[config.mk]
export PLATFORM = sky130hd
export DESIGN_NAME = led_pattern
export DESIGN_NICKNAME = d
export VERILOG_FILES = /design/src/rtl/led_pattern.sv
export SDC_FILE = /design/constraint.sdc
export NUM_CORES = 1
export LEC_CHECK = 0
export ABC_CLOCK_PERIOD_IN_PS = 2700
export BUFFER_PORTS_ARGS = -buffer_cell sky130_fd_sc_hd__buf_2
export CAP_MARGIN = 20
export CORE_MARGIN = 2
export CORE_UTILIZATION = 45
export DETAILED_ROUTE_END_ITERATION = 10
export PLACE_DENSITY = 0.63
export RECOVER_POWER = 25
export REMOVE_ABC_BUFFERS = 1
export SLEW_MARGIN = 20
export SYNTH_ARGS = -nofsm -noshare
export SYNTH_HDL_FRONTEND = slang
export SYNTH_SLANG_ARGS = --single-unit
[constraint.sdc]
create_clock -name clock_i -period 2.7 [get_ports clock_i]
set_input_delay 0.27 -clock clock_i [delete_from_list [all_inputs] [get_ports clock_i]]
set_output_delay 0.27 -clock clock_i [all_outputs]
set_load 0.02 [all_outputs]
[src/rtl/led_pattern.sv]
`default_nettype none
// led_pattern: per-channel off/on/blink/heartbeat LED drive on a shared 8-phase timebase.
// Defining LED_PATTERN_DIM_EN adds a per-channel 4-bit PWM brightness input.
module led_pattern #(
  parameter int CHANNELS    = 2,
  parameter int TICK_CYCLES = 1500000,
  parameter bit ACTIVE_LOW  = 1'b0
) (
  input  logic                    clock_i,
  input  logic                    reset_n_i,
  input  logic                    restart_i,
  input  logic [2*CHANNELS-1:0]   mode_i,
`ifdef LED_PATTERN_DIM_EN
  input  logic [4*CHANNELS-1:0]   brightness_i,
`endif
  output logic [CHANNELS-1:0]     led_o,
  output logic                    tick_o,
  output logic [2:0]              phase_o
);

  localparam int                     c_presc_w   = $clog2(TICK_CYCLES);
  localparam logic [c_presc_w-1:0]   c_tick_last = c_presc_w'(TICK_CYCLES - 1);
  localparam logic [CHANNELS-1:0]    c_unlit     = {CHANNELS{ACTIVE_LOW}};

  logic [c_presc_w-1:0] presc_q, presc_d;
  logic [2:0]           phase_q, phase_d;
  logic                 tick_q, tick_d;
  logic [CHANNELS-1:0]  led_q, led_d;
  logic [CHANNELS-1:0]  pat, lit;
  logic                 tick_int;

  assign tick_int = (presc_q == c_tick_last);

  // Restart overrides a coincident tick: no phase advance and no tick pulse.
  always_comb begin
    presc_d = presc_q + c_presc_w'(1);
    phase_d = phase_q;
    tick_d  = tick_int;
    if (tick_int) begin
      presc_d = '0;
      phase_d = phase_q + 3'd1;
    end
    if (restart_i) begin
      presc_d = '0;
      phase_d = 3'd0;
      tick_d  = 1'b0;
    end
  end

  always_comb begin
    pat = '0;
    for (int i = 0; i < CHANNELS; i++) begin
      case (mode_i[2*i +: 2])
        2'b00:   pat[i] = 1'b0;
        2'b01:   pat[i] = 1'b1;
        2'b10:   pat[i] = phase_q[2];
        default: pat[i] = ~phase_q[2] & ~phase_q[0];
      endcase
    end
  end

`ifdef LED_PATTERN_DIM_EN
  logic [3:0] pwm_q, pwm_d;

  assign pwm_d = restart_i ? 4'd0 : pwm_q + 4'd1;

  always_comb begin
    lit = '0;
    for (int i = 0; i < CHANNELS; i++) begin
      lit[i] = pat[i] & ((pwm_q < brightness_i[4*i +: 4]) || (brightness_i[4*i +: 4] == 4'hF));
    end
  end

  always_ff @(posedge clock_i or negedge reset_n_i) begin
    if (!reset_n_i) begin
      pwm_q <= 4'd0;
    end else begin
      pwm_q <= pwm_d;
    end
  end
`else
  assign lit = pat;
`endif

  assign led_d = lit ^ c_unlit;

  always_ff @(posedge clock_i or negedge reset_n_i) begin
    if (!reset_n_i) begin
      presc_q <= '0;
      phase_q <= 3'd0;
      tick_q  <= 1'b0;
      led_q   <= c_unlit;
    end else begin
      presc_q <= presc_d;
      phase_q <= phase_d;
      tick_q  <= tick_d;
      led_q   <= led_d;
    end
  end

  assign led_o   = led_q;
  assign tick_o  = tick_q;
  assign phase_o = phase_q;

endmodule
`default_nettype wire

* Yosys cells after proc, flatten, opt, wreduce, memory -nomap -nowiden *
Index checks and enable logic that the tools add are counted.

cells by class
  add/subtract/negate cells = 2
  equality and inequality tests = 5
  multiplexer cells = 7
  bitwise gates (word level) = 3
  reductions and logical operators = 3

operator list
  operator                                       count
  two-way mux 21 bit                             2
  adder 21 x 1 -> 21 bit, second input constant  1
  == test 21 bit, second input constant          1
  two-way mux 3 bit                              2
  case mux 1 bit (3 select lines)                2
  == test 2 x 1 -> 1 bit, second input constant  2
  == test 2 bit, second input constant           2
  zero test 2 bit                                2
  adder 3 x 1 -> 3 bit, second input constant    1
  NOT 1 bit                                      2
  nonzero test 2 bit                             1
  AND 1 bit                                      1
  two-way mux 1 bit                              1

word-level totals
  register bits after elaboration = 27
  word-level logic and storage cells = 24

* Longest topological paths before layout *
Gate-level depths: netlist of run 1.

  word-level depth = 3
  gate-level depth with buffers = 6
  gate-level depth less buffers = 5

* Least setup slack after synthesis of run 1 *
No wires, ideal clock.

  path kind = reg-to-reg
  from = register presc_q[0]
  to = register presc_q[20]
  library setup time = 0.077 ns
  arrival = 1.611 ns
  path slack = 1.011 ns
  cell stages (with the launch flop) = 6
  period minus slack after synthesis = 1.689 ns
  cells stage by stage = dfrtp_1 ha_1 and3_2 nand3_1 or4_1 a21oi_1

on the way
  cells in the longest elaborated chain, start to end = 3
  elaborated cells on any way between the ends = 4
  those cells by class = 1 x add/sub; 1 x eq/ne; 2 x mux

RTL lines
  what                                                      RTL line  RTL
  start: declaration                                        25        logic [c_presc_w-1:0] presc_q, presc_d;
  start signal: assignment                                  94        presc_q <= presc_d;
  adder 21 x 1 -> 21 bit or == test 21 bit (tied branches)  36, 32
  two-way mux 21 bit *                                      39        if (tick_int) begin
  two-way mux 21 bit *                                      43        if (restart_i) begin
  named net presc_d[20]                                     25

Mark *: on every way through the listed nets, which the timed path passes. The rest lies on a longest branch.
A chain may end at the register's enable or synchronous reset.

* Worst setup path after layout of run 1 *
  from = register presc_q[0]
  to = register presc_q[14]

The elaborated chain is that of the path after synthesis.

==> results_dict.tcl, run 1 <==
set metrics [dict create \
    synth-adder-area-share 0.0180 \
    setup_tns_ns 0 \
    fin_nets 164 \
    grt_overflow 0 \
    fin_util 0.500 \
    clock_skew_ns 0.00916 \
    std_cell_rows 20 \
    setup_ws_ns 0.793 \
    core_area_mm2 0.00300 \
    die_height_um 59.7 \
    p_clk_frac 0.279 \
    finalCritPeriodShare 0.706 \
    hpwl_um 1940 \
    p_sw_mw 0.142 \
    rsz0062_at_grt "false" \
    wl_per_cell_um 14.0 \
    ys.flop_type "dfrtp_1" \
    ant_nets 0 \
    r2r_slack_ns 0.79 \
    clkSinkCount 27 \
    grt_usage 0.176 \
    leakagePower_nw 0.649 \
    cpLargestDelayFamily "simple AND/OR/NAND/NOR gates" \
    synth_xor_area_frac 0.0817 \
    synthArstFlopShare 1.00 \
    endpoint_kind "flop" \
    via_per_inst 5.87 \
    place_congestion 0.744 \
    synth_edf_count 0 \
    top_level_ports 13 \
    fin_crit_ns 1.91 \
    synth.yosys.seq_area_share 0.485 \
    p_int_mw 0.477 \
    cap_violations 0 \
    dieWidth_um 59.7 \
    pre_cts_slack_ns 0.815 \
    io_buffers 12 \
    syn_avg_cell_area_um2 9.89 \
    hp-class "in2reg" \
    grt_max_degree 28 \
    cts_tree "done" \
    critPathKind "reg2reg" \
    synth_cells 141 \
    crit_chain "ha_1 > and3_2 > nand3_1 > or4b_1 > a21oi_1" \
    tightest_slew_ns 1.42 \
    cts_buffers 3 \
    synthMuxAreaShare 0.00808 \
    critical-path-slowest-cell "or4b_1" \
    worst-path-max-fanout 8 \
    layout-drive-gt1-share 0.149 \
    status "finished clean" \
    h-tree-depth 1 \
    worstSkewPairLatency_ns 0.32 \
    start_util 0.464 \
    setup_viol 0 \
    clk_pin_slew_ns 0.15 \
    dieArea_mm2 0.00356 \
    antenna_found_initial 0 \
    startpoint_type "flop" \
    ys_ff_latch 27 \
    comb_power_share 0.051 \
    slew_violations 0 \
    area_growth_pct 7.81 \
    max_stage_delay_ns 0.53 \
    post_synth_num_cell_types 34 \
    first_global_vias 1106 \
    arrival_ns 2.17 \
    maxSlewHeadroom 0.0529 \
    synth_compound_area_frac 0.0835 \
    grt_pass1_wl_um 4880 \
    drcViolationCount 0 \
    cts_root_buf "clkbuf_4" \
    fill_cells 291 \
    routed_wl_um 2630 \
    vias 1098 \
    seqPwrFrac 0.669 \
    yosys.area_share.simple 0.302 \
    drt_pass1_iterations 2 \
    drtIter0Drc 32 \
    synth_top_family_by_area "simple AND/OR/NAND/NOR gates" \
    powerDensity_mw_per_mm2 412 \
    ys.warnings.count 0 \
    post_cts.repair.setup_buffers 0 \
    fin_hold_ws_ns 0.142 \
    syn_area_mm2 0.00139 \
    p_sw_frac 0.229 \
    clock.fmax_mhz 524 \
    critPathRequiredTime_ns 2.96 \
    worst_ir_drop_vdd_mv 0.210 \
    finalHoldViolations 0 \
    n_antenna_cell 0 \
    clockBufferDepth 2 \
    crit_buf_inv 0 \
]
==> registers in the layout, indices dropped and copies added, names as in the netlist <==
register / cells
led_o: 2
phase_o: 3
presc_q: 21
tick_o: 1
==> Yosys cell counts, drive strengths merged, types with 3 or more instances <==
library cell  instances  area share
xor2                  8       0.050
xnor2                 5       0.031
a21oi                 8       0.029
or3                   4       0.022
nor4b                 3       0.019
or4                   3       0.016
dfrtp                27        0.48
nand2                 7       0.019
nand4                 6       0.036
nor2                 17       0.046
and4                  3       0.020
nor4                  3       0.013
and3                  5       0.023
nand3                16       0.057
o31ai                 3       0.016
o21ai                 9       0.032
==> through the flow <==
stage	power (mW)	instances	instance area, um2
2_1_floorplan	0.435	137	1370
3_3_place_gp	0.453	182	1470
3_5_place_dp	0.454	182	1470
4_1_cts	0.628	187	1500
5_1_grt	0.652	187	1500
6_report	0.619	187	1500
==> cell usage in the layout (no fill, tap or decap), types with 2 or more instances in the layout <==
cell type  count
nand4_1        4
dfrtp_1       27
buf_2         11
o31ai_1        3
nor4b_1        3
clkbuf_1       2
or3_1          2
o21ai_0        9
nor4_1         3
clkbuf_4       3
nand2_1        7
nor2_1        17
and4_1         2
nand3_1       16
a21oi_1        8
nand4_2        2
ha_1           2
and3_1         4
xor2_1         8
or4_1          3
xnor2_1        5
==> worst paths after layout <==
path                               end  depth (start not counted)       start
max                        presc_q[14]                          5  presc_q[0]
min                           led_o[1]                          2   mode_i[2]
max reg2reg                presc_q[14]                          5  presc_q[0]
min reg2reg                 presc_q[0]                          1  presc_q[0]
max in group asynchronous   presc_q[5]                          2   reset_n_i
min in group asynchronous  presc_q[19]                          2   reset_n_i
==> power by group through the flow <==
stage               clock network (mW)  logic, mW  registers [mW]
floorplan                            0     0.0114           0.423
global placement                     0     0.0313           0.422
detailed placement                   0     0.0320           0.422
CTS                              0.180     0.0332           0.415
global route                     0.198     0.0378           0.416
finish                           0.173     0.0317           0.414
==> cells by family (layout without fill, tap and decap cells) <==
logic type,Yosys count,in the layout
mux,1,1
xor+xnor,13,13
fa+ha+maj,2,2
flops,27,27
compound gates,21,21
simple gates,72,72
buf+inv,5,18
==> final cells by class <==
class / count / area, um2 / area share
Timing Repair Buffer: 13 / 68.8 / 0.0458
Inverter: 1 / 3.75 / 0.00250
Clock buffer: 4 / 26.3 / 0.0175
Tap cell: 33 / 41.3 / 0.0275
Sequential cell: 27 / 676 / 0.450
Multi-Input combinational cell: 109 / 687 / 0.457
==> timing repair <==
action | CTS | global route
endpoints found under the hold margin | 27 | 0
hold buffers | 1 | 0
resized for setup | 0 | 0
==> layer usage <==
metal  vias to the layer above  GRT usage  share of wire
li1                        542          -              -
met3                         2     0.0281          0.022
met4                         0     0.0508         0.0072
met5                         -          0              0
met2                        12      0.297           0.48
met1                       542      0.232           0.49
(Power assumes the default switching activity.)
==> inputs of run 2 (changes only) <==
--- a/config.mk
+++ b/config.mk
@@ -5,13 +5,13 @@
 export SDC_FILE = /design/constraint.sdc
 export NUM_CORES = 1
 export LEC_CHECK = 0
-export ABC_CLOCK_PERIOD_IN_PS = 2700
+export ABC_CLOCK_PERIOD_IN_PS = 1600
 export BUFFER_PORTS_ARGS = -buffer_cell sky130_fd_sc_hd__buf_2
 export CAP_MARGIN = 20
 export CORE_MARGIN = 2
 export CORE_UTILIZATION = 45
 export DETAILED_ROUTE_END_ITERATION = 10
-export PLACE_DENSITY = 0.63
+export PLACE_DENSITY = 0.66
 export RECOVER_POWER = 25
 export REMOVE_ABC_BUFFERS = 1
 export SLEW_MARGIN = 20
==> constraint.sdc (replaced) <==
create_clock -name clock_i -period 1.6 [get_ports clock_i]
set_input_delay 0.16 -clock clock_i [delete_from_list [all_inputs] [get_ports clock_i]]
set_output_delay 0.16 -clock clock_i [all_outputs]
set_load 0.02 [all_outputs]
==> results_dict.tcl, run 2 (synthesized netlist as in run 1, its figures left out) <==
set metrics [dict create \
    layout_commonest_cell "buf_4" \
    hp-class "in2reg" \
    arrival_ns 1.96 \
    layout-drive-gt1-share 0.465 \
    seqPwrFrac 0.648 \
    clkSinkCount 27 \
    grt_overflow 0 \
    setup_ws_ns -0.0969 \
    clk_pin_slew_ns 0.14 \
    clock_skew_ns 0.00416 \
    ant_nets 0 \
    powerDensity_mw_per_mm2 536 \
    std_cell_rows 20 \
    finalHoldViolations 0 \
    r2r_slack_ns -0.1 \
    drtIter0Drc 72 \
    grt_max_degree 28 \
    endpoint_kind "flop" \
    vias 1318 \
    p_int_mw 0.832 \
    p_clk_frac 0.268 \
    rsz0062_at_grt "true" \
    clockBufferDepth 2 \
    first_global_vias 1272 \
    finalCritPeriodShare 1.06 \
    drt_pass1_iterations 4 \
    p_sw_frac 0.227 \
    start_util 0.464 \
    cts_root_buf "clkbuf_4" \
    setup_viol 4 \
    leakagePower_nw 0.896 \
    place_inst 210 \
    largest_register_ffs 21 \
    status "complete, but fails checks" \
    place_congestion 0.820 \
    grt_pass1_wl_um 5730 \
    antenna_found_initial 0 \
    startpoint_type "flop" \
    hpwl_um 2440 \
    routed_wl_um 3600 \
    cts_buffers 3 \
    critPathKind "reg2reg" \
    mostFrequentLayoutCells "40 x buf_4, 23 x dfrtp_1, 17 x nor2_1, 13 x nand3_1, 11 x buf_2" \
    h-tree-depth 1 \
    via_per_inst 5.71 \
    p_total_mw 1.08 \
    dieWidth_um 59.7 \
    cap_violations 0 \
    io_buffers 12 \
    cts_tree "done" \
    tightest_slew_ns 0.686 \
    violations "setup timing" \
    fin_crit_ns 1.70 \
    drcViolationCount 0 \
    maxSlewHeadroom 0.543 \
    fin_util 0.669 \
    n_antenna_cell 0 \
    slew_violations 0 \
    grt_usage 0.210 \
    stdcell_count 231 \
    worstSkewPairLatency_ns 0.32 \
    worst-path-max-fanout 5 \
    clock.fmax_mhz 589 \
    worst_ir_drop_vdd_mv 0.333 \
    core_area_mm2 0.00300 \
    p_sw_mw 0.244 \
    die_height_um 59.7 \
    comb_power_share 0.085 \
    fin_nets 208 \
    top_register "presc_q" \
    top_level_ports 13 \
    wl_per_cell_um 15.6 \
    dieArea_mm2 0.00356 \
    critPathRequiredTime_ns 1.86 \
    area_growth_pct 44.2 \
]
[run 2: cell types whose count changed in the layout (fill, tap and decap cells not counted), moves of 3 or more]
cell	delta
dfrtp_2	+4
dfrtp_1	-4
nand3_1	-3
buf_4	+40
a21oi_1	-6
a21oi_2	+6
[run 2: power groups by stage]
stage	Sequential, mW	Combinational, mW	Clock (mW)
floorplan	0.715	0.0192	0
global placement	0.709	0.0775	0
detailed placement	0.710	0.0786	0
CTS	0.697	0.0810	0.307
global route	0.699	0.100	0.343
finish	0.697	0.0912	0.288
[run 2: through the flow]
step / TNS, ns / setup slack (ns) / hold slack, ns / instance area [um2]
after global routing: -0.947 / -0.129 / 0.00475 / 2010
after detailed placement: -1.72 / -0.114 / 0.206 / 1700
after floorplan: -0.283 / -0.0930 / -0.136 / 1370
final: -0.180 / -0.0969 / 0.0397 / 2010
after global placement: -0.931 / -0.103 / 0.201 / 1700
after CTS: -0.119 / -0.0611 / 0.0163 / 1860
[run 2: routing by layer]
layer,global-route usage,up-vias,routed length [um]
li1,-,633,-
met1,0.279,633,1540
met3,0.0325,10,153
met5,0,-,0
met2,0.343,42,1820
met4,0.0825,0,79
[run 2: worst paths after layout]
path	endpoint	depth (start not counted)	start
max	presc_q[19]	4	presc_q[8]
min	led_o[1]	2	mode_i[2]
max reg2reg	presc_q[19]	4	presc_q[8]
min reg2reg	presc_q[0]	2	presc_q[0]
max in group asynchronous	presc_q[8]	2	reset_n_i
min in group asynchronous	presc_q[18]	2	reset_n_i
[run 2: final cells by class]
| type | count | area (um2) |
|---|---|---|
| Inverter | 1 | 3.75 |
| Clock buffer | 4 | 26.3 |
| Sequential cell | 27 | 681 |
| Multi-Input combinational cell | 109 | 812 |
| Tap cell | 33 | 41.3 |
| Fill cell | 233 | 993 |
| Timing Repair Buffer | 57 | 445 |
[run 2: what timing repair did]
item,in CTS,in global routing
endpoints found under the hold margin,27,1
setup buffers,12,2
setup endpoints to repair,22,23
gates cloned,0,1
hold buffers,1,1
gates resized for setup,7,25
pin swaps,4,6
[run 2: worst max-delay path, stage by stage (launching register included)]
cell	delay, ns
dfrtp_2	0.46
nand4_2	0.13
or3_4	0.43
or4_4	0.49
a21oi_2	0.13
